<file path="src/rtl/sde_trig_sched_if.sv">
// Trigger scheduler bus: trigger sources, mask and dead-time configuration in,
// buffer-write trigger, source snapshot and statistics counters out.
interface sde_trig_sched_if #(
   parameter int NSRC     = 8,
   parameter int SRC_BITS = 3
);
   logic [NSRC-1:0]     src_trig;
   logic [NSRC-1:0]     src_mask;
   logic [15:0]         deadtime;
   logic                buf_full;
   logic                cnt_clr;
   logic                trig_out;
   logic [NSRC-1:0]     trig_src;
   logic [SRC_BITS-1:0] trig_prio;
   logic                busy;
   logic [31:0]         trig_cnt;
   logic [15:0]         drop_cnt;

   modport master (
      output src_trig, src_mask, deadtime, buf_full, cnt_clr,
      input  trig_out, trig_src, trig_prio, busy, trig_cnt, drop_cnt
   );

   modport slave (
      input  src_trig, src_mask, deadtime, buf_full, cnt_clr,
      output trig_out, trig_src, trig_prio, busy, trig_cnt, drop_cnt
   );
endinterface

</file>
<file path="src/rtl/sde_trig_sched.sv">
// SDE trigger scheduler: merges masked trigger pulses into single buffer-write triggers
// with buffer-full backpressure, programmable dead time and issued/dropped counters.
module sde_trig_sched #(
   parameter int NSRC     = 8,
   parameter int SRC_BITS = 3,
   parameter int WAIT_MAX = 256
) (
   input  logic                   clk,
   input  logic                   rst,
   sde_trig_sched_if.slave        bus
);

   localparam int WBITS = $clog2(WAIT_MAX + 1);
   localparam logic [WBITS-1:0] WAIT_LIM = WBITS'(WAIT_MAX);

   typedef enum logic [1:0] {IDLE, WAIT, FIRE, DEAD} state_t;

   state_t              state, state_next;
   logic [NSRC-1:0]     pend, pend_next;
   logic                trig_out_r, trig_out_next;
   logic [NSRC-1:0]     trig_src_r, trig_src_next;
   logic [SRC_BITS-1:0] trig_prio_r, trig_prio_next;
   logic                busy_r, busy_next;
   logic [31:0]         trig_cnt_r, trig_cnt_next;
   logic [15:0]         drop_cnt_r, drop_cnt_next;
   logic [WBITS-1:0]    wait_cnt, wait_next;
   logic [15:0]         dead_cnt, dead_next;
   logic                trig_inc, drop_inc;
   logic [NSRC-1:0]     hit, merged;

   function automatic logic [SRC_BITS-1:0] low_index(input logic [NSRC-1:0] v);
      low_index = '0;
      for (int i = NSRC - 1; i >= 0; i--)
         if (v[i]) low_index = SRC_BITS'(i);
   endfunction

   assign hit    = bus.src_trig & bus.src_mask;
   assign merged = (pend | hit) & bus.src_mask;

   always_comb begin
      state_next     = state;
      pend_next      = pend;
      trig_out_next  = 1'b0;
      trig_src_next  = trig_src_r;
      trig_prio_next = trig_prio_r;
      wait_next      = wait_cnt;
      dead_next      = dead_cnt;
      trig_inc       = 1'b0;
      drop_inc       = 1'b0;

      case (state)
         IDLE: begin
            if (hit != '0) begin
               if (!bus.buf_full) begin
                  state_next     = FIRE;
                  trig_out_next  = 1'b1;
                  trig_src_next  = hit;
                  trig_prio_next = low_index(hit);
               end else begin
                  state_next = WAIT;
                  pend_next  = hit;
                  wait_next  = WBITS'(1);
               end
            end
         end
         // A mask cleared while waiting silently abandons the pending trigger.
         WAIT: begin
            pend_next = pend | hit;
            if (merged == '0) begin
               state_next = IDLE;
               pend_next  = '0;
            end else if (!bus.buf_full) begin
               state_next     = FIRE;
               trig_out_next  = 1'b1;
               trig_src_next  = merged;
               trig_prio_next = low_index(merged);
               pend_next      = '0;
            end else if (wait_cnt == WAIT_LIM) begin
               state_next = IDLE;
               pend_next  = '0;
               drop_inc   = 1'b1;
            end else begin
               wait_next = wait_cnt + 1'b1;
            end
         end
         FIRE: begin
            trig_inc = 1'b1;
            drop_inc = (hit != '0);
            if (bus.deadtime == 16'd0) begin
               state_next = IDLE;
            end else begin
               state_next = DEAD;
               dead_next  = bus.deadtime;
            end
         end
         DEAD: begin
            drop_inc = (hit != '0);
            if (dead_cnt <= 16'd1) begin
               state_next = IDLE;
               dead_next  = 16'd0;
            end else begin
               dead_next = dead_cnt - 16'd1;
            end
         end
         default: state_next = IDLE;
      endcase

      busy_next = (state_next != IDLE);

      // Clear takes precedence over a coincident increment.
      if (bus.cnt_clr)
         trig_cnt_next = 32'd0;
      else if (trig_inc)
         trig_cnt_next = trig_cnt_r + 32'd1;
      else
         trig_cnt_next = trig_cnt_r;

      if (bus.cnt_clr)
         drop_cnt_next = 16'd0;
      else if (drop_inc && drop_cnt_r != 16'hFFFF)
         drop_cnt_next = drop_cnt_r + 16'd1;
      else
         drop_cnt_next = drop_cnt_r;
   end

   always_ff @(posedge clk) begin
      if (rst) begin
         state       <= IDLE;
         pend        <= '0;
         trig_out_r  <= 1'b0;
         trig_src_r  <= '0;
         trig_prio_r <= '0;
         busy_r      <= 1'b0;
         trig_cnt_r  <= 32'd0;
         drop_cnt_r  <= 16'd0;
         wait_cnt    <= '0;
         dead_cnt    <= 16'd0;
      end else begin
         state       <= state_next;
         pend        <= pend_next;
         trig_out_r  <= trig_out_next;
         trig_src_r  <= trig_src_next;
         trig_prio_r <= trig_prio_next;
         busy_r      <= busy_next;
         trig_cnt_r  <= trig_cnt_next;
         drop_cnt_r  <= drop_cnt_next;
         wait_cnt    <= wait_next;
         dead_cnt    <= dead_next;
      end
   end

   assign bus.trig_out  = trig_out_r;
   assign bus.trig_src  = trig_src_r;
   assign bus.trig_prio = trig_prio_r;
   assign bus.busy      = busy_r;
   assign bus.trig_cnt  = trig_cnt_r;
   assign bus.drop_cnt  = drop_cnt_r;

endmodule

</file>
<file path="src/flat_wrapper.sv">
// flat-port wrapper written by rule: the top's interface ports become plain ports
module sde_trig_sched_flat 
#(
   parameter int NSRC     = 8,
   parameter int SRC_BITS = 3,
   parameter int WAIT_MAX = 256
)
  (clk, rst, bus_src_trig, bus_src_mask, bus_deadtime, bus_buf_full, bus_cnt_clr, bus_trig_out, bus_trig_src, bus_trig_prio, bus_busy, bus_trig_cnt, bus_drop_cnt);
  sde_trig_sched_if #(.NSRC(NSRC), .SRC_BITS(SRC_BITS)) bus_i ();
  input  logic clk;
  input  logic rst;
  input wire logic [$bits(bus_i.src_trig)-1:0] bus_src_trig;
  input wire logic [$bits(bus_i.src_mask)-1:0] bus_src_mask;
  input wire logic [$bits(bus_i.deadtime)-1:0] bus_deadtime;
  input wire logic [$bits(bus_i.buf_full)-1:0] bus_buf_full;
  input wire logic [$bits(bus_i.cnt_clr)-1:0] bus_cnt_clr;
  output wire logic [$bits(bus_i.trig_out)-1:0] bus_trig_out;
  output wire logic [$bits(bus_i.trig_src)-1:0] bus_trig_src;
  output wire logic [$bits(bus_i.trig_prio)-1:0] bus_trig_prio;
  output wire logic [$bits(bus_i.busy)-1:0] bus_busy;
  output wire logic [$bits(bus_i.trig_cnt)-1:0] bus_trig_cnt;
  output wire logic [$bits(bus_i.drop_cnt)-1:0] bus_drop_cnt;
  assign bus_i.src_trig = bus_src_trig;
  assign bus_i.src_mask = bus_src_mask;
  assign bus_i.deadtime = bus_deadtime;
  assign bus_i.buf_full = bus_buf_full;
  assign bus_i.cnt_clr = bus_cnt_clr;
  assign bus_trig_out = bus_i.trig_out;
  assign bus_trig_src = bus_i.trig_src;
  assign bus_trig_prio = bus_i.trig_prio;
  assign bus_busy = bus_i.busy;
  assign bus_trig_cnt = bus_i.trig_cnt;
  assign bus_drop_cnt = bus_i.drop_cnt;
  sde_trig_sched #(.NSRC(NSRC), .SRC_BITS(SRC_BITS), .WAIT_MAX(WAIT_MAX)) u_core (.clk(clk), .rst(rst), .bus(bus_i));
endmodule
</file>
<file path="config.mk">
export PLATFORM = sky130hd
export DESIGN_NAME = sde_trig_sched_flat
export DESIGN_NICKNAME = d
export VERILOG_FILES = /design/src/rtl/sde_trig_sched_if.sv /design/src/rtl/sde_trig_sched.sv /design/src/flat_wrapper.sv
export SDC_FILE = /design/constraint.sdc
export NUM_CORES = 1
export LEC_CHECK = 0
export BUFFER_PORTS_ARGS = -buffer_cell sky130_fd_sc_hd__buf_2
export CAP_MARGIN = 40
export CORE_MARGIN = 10
export CORE_UTILIZATION = 30
export CTS_CLUSTER_DIAMETER = 50
export DETAILED_ROUTE_END_ITERATION = 10
export GPL_ROUTABILITY_DRIVEN = 0
export HOLD_SLACK_MARGIN = 0.02
export PLACE_DENSITY = 0.53
export SYNTH_ARGS = -nofsm -noshare
export SYNTH_HDL_FRONTEND = slang
export SYNTH_SLANG_ARGS = --single-unit
</file>
<file path="constraint.sdc">
create_clock -name clk -period 2.4 [get_ports clk]
set_input_delay 0.12 -clock clk [delete_from_list [all_inputs] [get_ports clk]]
set_output_delay 0.12 -clock clk [all_outputs]
set_load 0.02 [all_outputs]
</file>
# Yosys cells after proc, flatten, opt, wreduce, memory -nomap -nowiden
# Cells that the tools add are included.
[word_totals]
ff_bits = 96
output_inout_bits = 61
word_cells = 103
[op_classes]
addsub = 4
magnitude_cmp = 1
n_eq_ne = 13
mux = 58
bitwise_logic = 3
n_reduce_logical = 14
[op_table]
columns = ["op", "n"]
rows = [
  ["8-bit 2-to-1 mux", 9],
  ["3-bit 2-to-1 mux", 20],
  ["9-bit 2-to-1 mux", 5],
  ["32-bit by 1-bit adder with 32-bit output (second input constant)", 1],
  ["16-bit 2-to-1 mux", 2],
  ["16-bit one-hot mux with 2 select lines", 1],
  ["8-bit one-hot mux with 2 select lines", 2],
  ["9-bit one-hot mux with 2 select lines", 1],
  ["16-bit by 1-bit adder with 16-bit output (second input constant)", 1],
  ["8-bit AND", 2],
  ["16-bit by 1-bit less-or-equal comparator with 1-bit output (second input constant)", 1],
  ["16-bit logical NOT", 1],
  ["16-bit inequality test (second input constant)", 1],
  ["16-bit by 1-bit subtractor with 16-bit output (second input constant)", 1],
  ["2-bit 2-to-1 mux", 7],
  ["2-bit inequality test (second input constant)", 7],
  ["9-bit by 1-bit adder with 9-bit output (second input constant)", 1],
  ["9-bit equality test (second input constant)", 1],
  ["8-bit logical NOT", 1],
  ["8-bit bitwise OR", 1],
  ["2-bit one-hot mux with 4 select lines", 1],
  ["8-bit nonzero test", 1],
  ["1-bit 2-to-1 mux", 7],
  ["3-bit one-hot mux with 2 select lines", 1],
  ["12 further kinds", 17],
]

# Logic depth before layout (Yosys ltp)
[depth]
ltp_word = 14
mapped_depth = 9

# Least setup slack after synthesis
# Ideal clock, no wire load.
[synth_timing]
path_type = "flip-flop to flip-flop"
startpoint = "register u_core.dead_cnt[14]"
endpoint = "register u_core.dead_cnt[2]"
setup_time_ps = 128
t_arrival_ps = 2063
t_required_ps = 2272
path_slack_ps = 210
stages_incl_launch_ff = 8
path_buffers = 1
period_less_slack_ps = 2190
cell_sequence = "dfxtp_1 -> or3_1 -> or4_4 -> o311ai_4 -> buf_6 -> o2bb2ai_1 -> a22oi_1 -> nor2_1"
[synth_between]
elab_chain_len = 3
[synth_rtl]
columns = ["element", "line", "text"]
rows = [
  ["start: declaration", "sde_trig_sched.sv:27", "logic [15:0] dead_cnt, dead_next;"],
  ["start signal: assignment", "sde_trig_sched.sv:148", "dead_cnt <= dead_next;"],
  ["16-bit by 1-bit less-or-equal comparator with 1-bit output", "sde_trig_sched.sv:98", "if (dead_cnt <= 16'd1) begin"],
  ["16-bit 2-to-1 mux", "sde_trig_sched.sv:98", ""],
  ["16-bit one-hot mux with 2 select lines", "sde_trig_sched.sv:51", "case (state)"],
]
# Every way passes these cells.
# A chain may end at the register's enable or synchronous reset.

# Worst setup path in the final report
[layout_timing]
startpoint = "register u_core.dead_cnt[14]"
endpoint = "register u_core.dead_cnt[15]"
[layout_between]
elab_chain_len = 3
word_cells_on_any_way = 4
classes_between = "add/sub (1); order compare (1); mux (2)"
[layout_rtl]
columns = ["element", "line"]
rows = [
  ["16-bit by 1-bit subtractor with 16-bit output or 16-bit by 1-bit less-or-equal comparator with 1-bit output (tied branches)", "sde_trig_sched.sv:102, sde_trig_sched.sv:98"],
  ["16-bit 2-to-1 mux (*)", "sde_trig_sched.sv:98"],
  ["16-bit one-hot mux with 2 select lines (*)", "sde_trig_sched.sv:51"],
]
# Mark *: on every way between the ends. The rest lies on a longest branch, timed or not.

==> results.md <==
- Hold buffers post-CTS: 0
- Cell variety after synth: 56
- DR vias/cell: 5.20
- Final Hold Vio Count: 0
- Slew margin rel.: 42.5%
- Register area share after synthesis: 39.0%
- P&R area growth vs syn: 21.5%
- Post-Synthesis Cells: 605
- H-tree Lvls: 3
- Syn nets: 647
- Worst Hold Class: in -> reg
- Clk_skew: 0.0111 ns
- XOR/XNOR Fraction of Synth Area: 7.46%
- CTS tree: done
- Yosys reg bits: 96
- Max cap viols: 0
- Post-Synth Simple-Gate Area: 26.7%
- Remaining antenna violation count: 0
- GRT Total Usage: 12.3%
- Residual DRC: 0
- Share of layout cells above drive strength 1: 20.9%
- Compound-cell area share of the yosys netlist: 19.7%
- Wirelength per Cell: 15.0 um
- Ys flop type: dfxtp_1
- Mapped cell area: 0.00493 sq mm
- Multiplexer share of the synthesized area: 1.22%
- Slew Viols, Final: 0
- Max Freq: 0.438 GHz
- Pwr dens: 650 mW/mm^2
- Routed wire length: 13.9 mm
- Static leakage: 2.40 nW
- Post-synth EDFFs: 0
- Pin count of the biggest net entering global routing: 45
- Post-Synth Adder-Cell Area: 1.52%
- Num CTS Buffers: 9
- Buffers on Ports: 96
- I/O pin count: 97
- Layout net count: 746
- Worst slew pin tran: 0.863 ns
- DPL Wire Length: 10.3 mm
- Inserted Diodes: 0
- Final setup violation count: 0
- Root buf cell: clkbuf_16
- Total gr overflow: 0
- Antenna violations before repair: 0
- Critical path class: reg -> reg
- Final sum of negative setup slack: 0 ns
- Req. time, crit path: 2.62 ns
- Initial DRC Count: 361
- First-pass GRT wire length: 22.6 mm
- CORE AREA: 0.0160 sq mm
- Clock latency on the worst-skew pair: 0.34 ns
- Final worst-path cycle share: 95.0%
- VDD IR max: 0.312 mV
- Cell area after layout: 0.00599 sq mm
- Die Height: 148 um
- Synth warn: 0
- Run status: finished, final reports clean
- Vias in the first global route: 4538
- Row Count: 46
- Reg clk slew, reported paths: 0.07 ns
- Post-DP Area: 0.00569 sq mm
- CP arrival: 2.50 ns
- Setup crit end kind: flop
- Startpoint Class: flop
- Maximum clock insertion buffer count: 2
- Asr flop ratio synth: 0%
- RSZ-0062 raised after global routing: no
- Largest family of logic cells by synthesized area: simple AND/OR/NAND/NOR gates
- Synthesized area per cell: 8.15 sq um
- Min Clock Period, post-route: 2.28 ns
- TritonCTS Sinks: 96
- Initial DRT Pass Iterations: 5
- Die width: 148 um
- Die area: 0.0220 sq mm
- Fill count: 1684
- Crit path max fanout: 12
- Starting Density: 30.8%
- Vias: 4807
[synthesized netlist by cell type, drive strengths merged, types with 3 or more instances]
master	instances	share of area, %
dfxtp	96	39
nor2	90	6.8
nand2	49	3.7
a21oi	32	3.2
o21ai	28	2.8
nand3	25	2.5
xor2	25	4.4
clkbuf	22	2.1
a31oi	18	2.3
nand4	18	2.3
inv	17	1.3
nor3	17	1.7
xnor2	17	3.0
a211oi	13	2.0
a22oi	11	1.7
nor4	11	1.6
nand2b	10	1.4
and2	8	1.0
buf	7	1.0
or3	7	0.89
or4	7	1.1
a21o	6	0.91
and4	6	1.1
ha	6	1.5
mux2i	6	1.2
a41o	4	0.81
and3	4	0.51
nor2b	4	0.51
o2bb2ai	4	0.71
o41ai	4	0.71
a31o	3	0.53
o31ai	3	0.46
o32ai	3	0.53
or2	3	0.38
[layer usage]
metal,GRT usage (%),share of wire (%)
met2,19.1,45
met5,0,0
met4,3.87,0.87
met1,16.1,48
met3,3.73,6.3
[kinds of logic after synthesis]
| family | count (synthesis) |
|---|---|
| adder cells (fa/ha/maj) | 6 |
| XOR/XNOR | 42 |
| buffers and inverters | 46 |
| multiplexers | 6 |
| AO/OA/AOI/OAI | 144 |
| flip-flops | 96 |
| AND/OR/NAND/NOR | 265 |
[report_power, final]
group | total, W | switching (W) | internal, W
combinational | 0.000745 | 0.000453 | 0.000292
clock | 0.00144 | 0.000666 | 0.000776
sequential | 0.00171 | 0.0000609 | 0.00165
[critical path: stages (launching register included)]
cell,delay (ns)
dfxtp_1,0.35
or3_1,0.41
or4_4,0.52
o311ai_4,0.30
buf_4,0.23
o32ai_1,0.10
a22oi_1,0.19
nor2_1,0.05
[path summary, 6_finish.rpt]
kind	start	end	slack (ns)	depth (start not counted)
max	u_core.dead_cnt[14]	u_core.dead_cnt[15]	0.12	7
min	bus_src_mask[6]	u_core.bus.trig_src[6]	0.1	3
max reg2reg	u_core.dead_cnt[14]	u_core.dead_cnt[15]	0.12	7
min reg2reg	u_core.bus.trig_src[6]	u_core.bus.trig_src[6]	0.47	2
[area by class of cell]
class	instances	area (sq um)	area share (%)
flip-flops and latches	96	1920	32.1
inverters	17	63.8	1.06
clock buffers	11	253	4.22
repair buffers	117	642	10.7
multi-input cells	463	2800	46.7
well taps	216	270	4.51
clock inverters	5	42.5	0.710
[per-stage QoR]
step	total power (W)	util [%]	setup WS, ns	cells	hold slack (ns)
after global routing	0.00410	37.5	0.00528	925	0.0934
after global placement	0.00248	35.6	0.150	909	0.447
after detailed placement	0.00248	35.6	0.156	909	0.454
after floorplan	0.00227	-	0.210	605	0.272
final	0.00390	37.5	0.119	925	0.0985
after CTS	0.00395	37.4	0.133	925	0.0809
[cell usage in the layout (no fill, tap or decap), types with 7 or more instances in the layout]
master / instances
xnor2_1: 17
nand2_1: 49
buf_4: 20
a211oi_1: 13
o21ai_0: 19
nor3_1: 17
buf_2: 96
a22oi_1: 11
dfxtp_1: 96
o21ai_1: 9
a21oi_1: 32
inv_1: 17
nand4_1: 18
nor4_1: 8
and2_1: 8
nand3_1: 25
nor2_1: 89
xor2_1: 25
or3_1: 7
a31oi_1: 18
clkbuf_16: 9
nand2b_1: 9
[sequential cells by signal (all words and copies together) (netlist names)]
| name | cells |
|---|---|
| u_core.bus.trig_cnt | 32 |
| u_core.bus.drop_cnt | 16 |
| u_core.bus.trig_src | 8 |
| u_core.wait_cnt | 9 |
| u_core.state | 2 |
| u_core.bus.trig_prio | 3 |
| u_core.dead_cnt | 16 |
| u_core.bus.busy | 1 |
| u_core.pend | 8 |
| u_core.bus.trig_out | 1 |
[repair_timing]
item / in CTS / in global routing
gates resized for setup: 0 / 2
setup endpoints to repair: 0 / 2
buffers inserted: 0 / 0
Power figures use the tool's default switching activity.
